## src/rtl/cdiv_arb_pkg.sv

```systemverilog
// Shared types for the complex_div round-robin arbiter: operand/result bundles,
// divider status flags and the default requester tag type.
package cdiv_arb_pkg;

  localparam int NUM_REQ_DEFAULT = 4;
  localparam int TAG_W           = $clog2(NUM_REQ_DEFAULT);

  typedef logic [TAG_W-1:0] tag_t;
  typedef logic [3:0][63:0] operands_t;
  typedef logic [1:0][63:0] result_t;

  // Same bit layout as the FP unit's status flags {NV,DZ,OF,UF,NX}
  typedef struct packed {
    logic nv;
    logic dz;
    logic of;
    logic uf;
    logic nx;
  } status_t;

  function automatic int idx_width(input int n);
    return (n > 1) ? $clog2(n) : 1;
  endfunction

endpackage

```

## src/rtl/cdiv_tag_fifo.sv

```systemverilog
// In-order tag FIFO: remembers which requester issued each divide in flight.
// Head is read combinationally so results route with zero added latency.
module cdiv_tag_fifo
  import cdiv_arb_pkg::*;
#(
  parameter int  DEPTH  = 8,
  parameter type data_t = tag_t
) (
  input  logic  clk_i,
  input  logic  rst_i,
  input  logic  clear_i,
  input  logic  push_i,
  input  data_t push_data_i,
  input  logic  pop_i,
  output data_t head_o,
  output logic  full_o,
  output logic  empty_o
);

  localparam int PW = idx_width(DEPTH);
  localparam logic [PW:0] CNT_FULL = (PW+1)'(DEPTH);

  data_t         mem [DEPTH];
  logic [PW-1:0] wr_ptr;
  logic [PW-1:0] rd_ptr;
  logic [PW:0]   count;

  always_ff @(posedge clk_i or posedge rst_i) begin
    if (rst_i) begin
      wr_ptr <= '0;
      rd_ptr <= '0;
      count  <= '0;
    end else if (clear_i) begin
      wr_ptr <= '0;
      rd_ptr <= '0;
      count  <= '0;
    end else begin
      if (push_i) wr_ptr <= wr_ptr + 1'b1;
      if (pop_i)  rd_ptr <= rd_ptr + 1'b1;
      if (push_i && !pop_i)      count <= count + 1'b1;
      else if (pop_i && !push_i) count <= count - 1'b1;
    end
  end

  always_ff @(posedge clk_i) begin
    if (push_i) mem[wr_ptr] <= push_data_i;
  end

  assign head_o  = mem[rd_ptr];
  // Full comes straight from the count register: a same-cycle pop does not free a slot
  assign full_o  = (count == CNT_FULL);
  assign empty_o = (count == '0);

endmodule

```

## src/rtl/cdiv_rr_arbiter.sv

```systemverilog
// Round-robin issue arbiter sharing one complex_div among NUM_REQ requesters,
// with an in-order tag FIFO steering results back. Optional CDIV_ARB_PERF_EN adds grant counters.
module cdiv_rr_arbiter
  import cdiv_arb_pkg::*;
#(
  parameter int NUM_REQ   = 4,
  parameter int MAX_OUTST = 8
) (
  input  logic                       clk_i,
  input  logic                       rst_i,
  input  operands_t [NUM_REQ-1:0]    req_operands_i,
  input  logic      [NUM_REQ-1:0]    req_valid_i,
  output logic      [NUM_REQ-1:0]    req_ready_o,
  output result_t                    rsp_result_o,
  output status_t                    rsp_status_o,
  output logic      [NUM_REQ-1:0]    rsp_valid_o,
  input  logic      [NUM_REQ-1:0]    rsp_ready_i,
  output operands_t                  div_operands_o,
  output logic                       div_in_valid_o,
  input  logic                       div_in_ready_i,
  input  result_t                    div_result_i,
  input  status_t                    div_status_i,
  input  logic                       div_out_valid_i,
  output logic                       div_out_ready_o,
  input  logic                       flush_i,
  output logic                       div_flush_o,
  output logic                       busy_o
`ifdef CDIV_ARB_PERF_EN
  ,
  output logic [NUM_REQ-1:0][31:0]   perf_grants_o
`endif
);

  localparam int IW = idx_width(NUM_REQ);
  typedef logic [IW-1:0] idx_t;
  localparam idx_t LAST_IDX = idx_t'(NUM_REQ - 1);

  idx_t rr_ptr;
  idx_t lock_idx;
  idx_t sel_idx;
  idx_t cand;
  idx_t win_idx;
  idx_t head;
  logic lock;
  logic sel_found;
  logic win_valid;
  logic full;
  logic empty;
  logic issue;
  logic pop;

  // Scan downward so the closest valid requester at/after rr_ptr is the last to win
  always_comb begin
    sel_found = 1'b0;
    sel_idx   = '0;
    cand      = '0;
    for (int i = NUM_REQ - 1; i >= 0; i--) begin
      cand = idx_t'((int'(rr_ptr) + i) % NUM_REQ);
      if (req_valid_i[cand]) begin
        sel_found = 1'b1;
        sel_idx   = cand;
      end
    end
  end

  assign win_idx        = lock ? lock_idx : sel_idx;
  assign win_valid      = lock ? req_valid_i[lock_idx] : sel_found;
  assign div_in_valid_o = win_valid & ~full & ~flush_i;
  assign div_operands_o = req_operands_i[win_idx];
  assign issue          = div_in_valid_o & div_in_ready_i;

  always_comb begin
    req_ready_o          = '0;
    req_ready_o[win_idx] = win_valid & div_in_ready_i & ~full & ~flush_i;
  end

  always_ff @(posedge clk_i or posedge rst_i) begin
    if (rst_i) begin
      rr_ptr   <= '0;
      lock     <= 1'b0;
      lock_idx <= '0;
    end else if (flush_i) begin
      lock <= 1'b0;
    end else if (issue) begin
      lock   <= 1'b0;
      rr_ptr <= (win_idx == LAST_IDX) ? '0 : win_idx + 1'b1;
    end else if (div_in_valid_o) begin
      // Offered but stalled: freeze the choice so operands stay stable
      lock     <= 1'b1;
      lock_idx <= win_idx;
    end
  end

  cdiv_tag_fifo #(
    .DEPTH  (MAX_OUTST),
    .data_t (idx_t)
  ) u_tag_fifo (
    .clk_i       (clk_i),
    .rst_i       (rst_i),
    .clear_i     (flush_i),
    .push_i      (issue),
    .push_data_i (win_idx),
    .pop_i       (pop),
    .head_o      (head),
    .full_o      (full),
    .empty_o     (empty)
  );

  // An untagged result is drained so the divider cannot wedge on it
  assign div_out_ready_o = ~flush_i & (empty ? div_out_valid_i : rsp_ready_i[head]);
  assign pop             = div_out_valid_i & div_out_ready_o & ~empty;

  always_comb begin
    rsp_valid_o       = '0;
    rsp_valid_o[head] = div_out_valid_i & ~empty & ~flush_i;
  end

  assign rsp_result_o = div_result_i;
  assign rsp_status_o = div_status_i;
  assign div_flush_o  = flush_i;
  assign busy_o       = ~empty;

  a_no_orphan_result : assert property (@(posedge clk_i) disable iff (rst_i)
    !(div_out_valid_i && empty));

`ifdef CDIV_ARB_PERF_EN
  for (genvar gi = 0; gi < NUM_REQ; gi++) begin : g_perf
    logic [31:0] grants;
    always_ff @(posedge clk_i or posedge rst_i) begin
      if (rst_i) begin
        grants <= '0;
      end else if (req_valid_i[gi] && req_ready_o[gi] && (grants != '1)) begin
        grants <= grants + 1'b1;
      end
    end
    assign perf_grants_o[gi] = grants;
  end
`endif

endmodule

```

## config.mk

```make
export PLATFORM = sky130hd
export DESIGN_NAME = cdiv_rr_arbiter
export DESIGN_NICKNAME = d
export VERILOG_FILES = /design/src/rtl/cdiv_arb_pkg.sv /design/src/rtl/cdiv_tag_fifo.sv /design/src/rtl/cdiv_rr_arbiter.sv
export SDC_FILE = /design/constraint.sdc
export NUM_CORES = 1
export LEC_CHECK = 0
export ABC_AREA = 1
export CORE_AREA = 10 10 601 603
export CTS_BUF_LIST = sky130_fd_sc_hd__clkbuf_8
export CTS_CLUSTER_DIAMETER = 40
export DETAILED_ROUTE_END_ITERATION = 7
export DIE_AREA = 0 0 611 613
export PLACE_DENSITY_LB_ADDON = 0.05
export SLEW_MARGIN = 20
export SYNTH_ARGS = -nofsm -noshare
export SYNTH_HDL_FRONTEND = slang
export SYNTH_SLANG_ARGS = --single-unit
```

## constraint.sdc

```tcl
create_clock -name clk_i -period 3.72 [get_ports clk_i]
set_input_delay 0.744 -clock clk_i [delete_from_list [all_inputs] [get_ports clk_i]]
set_output_delay 0.744 -clock clk_i [all_outputs]
set_load 0.005 [all_outputs]
```

==> flow_metrics.tcl <==
set metrics [dict create \
    cts-root-buf "clkbuf_8" \
    timing.critical_path.mode_cell "nand2_1" \
    synth.area.top_cells "nand3_1 (26%), nand2_1 (20%), inv_1 (19%), nand3b_1 (12%), buf_4 (6.9%)" \
    postSynthAreaPerCell_um2 4.902 \
    drive_gt1_frac 0.2522 \
    powerDensity_mw_per_mm2 1259 \
    period_share 1.024 \
    peakVddDrop_uv 386.2 \
    start_kind "input port" \
    insertion_delay_ns 0.31 \
    setup_viol 14 \
    antenna_found_initial 231 \
    reg2reg_from "u_tag_fifo.rd_ptr[0]$_DFFE_PP0P_" \
    cp-end-kind "primary output" \
    seq_area_um2 857.1 \
    crit_path_max_incr_delay_ns 0.24 \
    hold_class "reg -> reg" \
    gp_congestion 0.7738 \
    cp.arrival_ns 3.06 \
    ant_nets 0 \
    fillers 40960 \
    portBuffers 1304 \
    grt_max_degree 68 \
    crit_path_max_fanout 6 \
    p_leak_uw 0.01908 \
    ys_seq_elements 31 \
    coreArea_mm2 0.3486 \
    finalWirelength_mm 254.2 \
    hold_path_startpoint "lock_idx[0]$_DFFE_PP0P_" \
    slew_viol_final 0 \
    dpl.hpwl_mm 216.5 \
    overflow 0 \
    rsz0062_at_grt "yes" \
    synth_top_area_cell "nand3_1" \
    syn2layout_area_growth_pct 162.1 \
    maxCapViolCount 0 \
    cts_sinks 31 \
    cp_top_family "buffers and inverters" \
    total_power_uw 51410 \
    nets 5765 \
    crit_required_ns 2.98 \
    drt-wirelength-per-cell_um 27.59 \
    multi_input_area_mm2 0.01210 \
    dieWidth_um 611 \
    htreeDepth 2 \
    initial_core_util 0.04468 \
    synth_flop_cell "edfxtp_1" \
    first_global_vias 27680 \
    startpoint "req_valid_i[1]" \
    max_slew.worst_pin.slew_ns 0.7729 \
    dp.cells 8986 \
    path_cells "buf_6 -> inv_2 -> o21ai_2 -> nand2_1 -> nand2_1 -> inv_2 -> nor2_4 -> nor2_1 -> nand2_1 -> nand3_4 -> buf_12 -> buf_8 -> buf_16 -> buf_12 -> buf_4 -> nand3b_1 -> nand3_4 -> nand2_1 -> dlygate4sd2_1" \
    cts_buffer_depth 2 \
    syn-cell-area_mm2 0.01557 \
    clock_skew_ns 0.005668 \
    relSlewSlack 0.4841 \
    post_cts_hold_buffer_count 0 \
    crit_slowest_cell "dlygate4sd2_1" \
    pre_cts_ws_ns -1.274 \
    synth_top_area_frac 0.2561 \
    layout.cells.non_filler 9213 \
    fp-row-count 217 \
    hold_ws_ns 0.5522 \
    final_util 0.1171 \
    grt_usage 0.1267 \
    synthArstFlopShare 0.4839 \
    ys.warnings.count 0 \
    num_io_pins 1571 \
    clkTransAtPathRegs_ns 0.07 \
    path_class "in -> out" \
    cts_tree "yes" \
    synth_enable_flop_cells 16 \
    synth.distinct_cells 29 \
    drc 0 \
    max_freq_mhz 262.6 \
    drt_iter0_markers 1111 \
    grt_pass1_wl_mm 312.4 \
    layout_min_cycle_time_ns 3.807 \
    dr.pass1.iters 5 \
    viasPerCell 2.861 \
    yosysSeqAreaShare 0.05495 \
    status "finished, violations left" \
    failed_checks "setup timing" \
    via_count 26360 \
    hold_viol_final 0 \
    die_area_mm2 0.3745 \
    die_y_um 613 \
    syn_inst 3177 \
    setup_slack_ns -0.08749 \
    synth.net_count 4356 \
    numCtsBuffers 5 \
    path_buf_inv 9 \
]
==> tightest hold or removal path, cell delays in order, from the launching register on <==
cell and delay [ns]:
dfrtp_1 0.39, nand2_1 0.06, o21ai_0 0.07
==> layer usage <==
| metal | track usage | part of all wire | up-vias |
|---|---|---|---|
| met4 | 0.01022 | 0.017 | 106 |
| met3 | 0.04704 | 0.081 | 486 |
| li1 | - | - | 12400 |
| met5 | 0.02109 | 0.0068 | - |
| met2 | 0.2496 | 0.54 | 1117 |
| met1 | 0.1299 | 0.35 | 12250 |
==> report_power, final <==
part	total [uW]	leakage (uW)	switching (uW)	internal, uW
registers	587	0.000338	92.1	495
logic	50500	0.0187	27600	22900
clock network	354	0.0000557	158	196
==> timing repair <==
item                                    in CTS  in global routing
gates cloned                                34                  5
gates resized for setup                   1474                405
buffers inserted                           119                 53
endpoints found under the setup margin     261                259
pin swaps                                  103                 71
hold endpoints to repair                     0                  0
==> state kept, by name (all words and copies together) (netlist names) <==
register	cells
rr_ptr	2
u_tag_fifo.rd_ptr	3
u_tag_fifo.count	4
u_tag_fifo.wr_ptr	3
lock_idx	2
lock	1
u_tag_fifo.mem	16
==> logic make-up after synthesis <==
kind of cell             count (synthesis)  share of synthesized area
AO/OA/AOI/OAI                           25                   0.008596
XOR/XNOR                                 3                   0.001687
adder cells (fa/ha/maj)                  9                   0.007712
buffers and inverters                 1173                     0.3328
flip-flops                              31                    0.05495
AND/OR/NAND/NOR                       1936                     0.5942
==> layout by cell type, fill, tap and decap left out, types with 4 or more instances in the layout <==
cell                n
diode_2            27
a21oi_1             6
nand2_4            88
clkbuf_2           31
clkdlybuf4s15_2     6
nand2_8             6
clkbuf_16           4
nand3b_1          258
edfxtp_1           16
buf_16             48
dlygate4sd2_1      39
nor2_1             25
dlymetal6s2s_1      6
nand3_1           593
dfrtp_1            14
buf_6             168
buf_12             92
nand2_1           589
inv_1             805
ha_1                8
buf_2              56
buf_8              32
buf_4             235
clkbuf_8            5
clkdlybuf4s50_1  1040
nand3_4            45
o21ai_0            12
nand2_2           162
nand3_2           160
==> Yosys cell counts (2+ instances only) <==
cell type and instances:
buf_1 12, nand2_1 845, a21oi_1 6, ha_1 8, nand4_1 2, nor3_1 3, edfxtp_1 16, nor2_1 27
inv_1 808, o21ai_0 14, nand3_1 797, clkbuf_1 137, xor2_1 3, buf_2 45, dfrtp_1 15, buf_6 23
nand3b_1 258, o21ai_1 3, clkinv_1 2, buf_4 144
==> worst paths after layout <==
check	to	slack (ns)	cells past startpoint
worst max-delay path	div_operands_o[133]	-0.09	19
worst min-delay path	lock_idx[0]$_DFFE_PP0P_	0.55	2
worst max register to register	u_tag_fifo.count[3]$_DFFE_PP0P_	0.87	18
worst min register to register	lock_idx[0]$_DFFE_PP0P_	0.55	2
max in group asynchronous	rr_ptr[0]$_DFFE_PP0P_	2.31	2
min in group asynchronous	rr_ptr[1]$_DFFE_PP0P_	0.88	2
==> stage by stage <==
stage                     area (um^2)  setup TNS (ns)
after floorplan                 15570               0
after global placement          35200         -291.55
after detailed placement        35200         -280.88
after CTS                       39470          -12.72
after global routing            40770          -18.57
final                           40830         -0.4732
==> layout make-up <==
type	instances	area share
timing repair buffer	1763	0.4618
multi-input combinational	1973	0.2964
tap	4599	0.1409
inverter	811	0.07502
sequential	31	0.02099
clock buffer	5	0.001685
antenna	27	0.001655
clock inverter	3	0.0009500
timing repair inverter	1	0.0004903
Power figures use the tool's default switching activity.
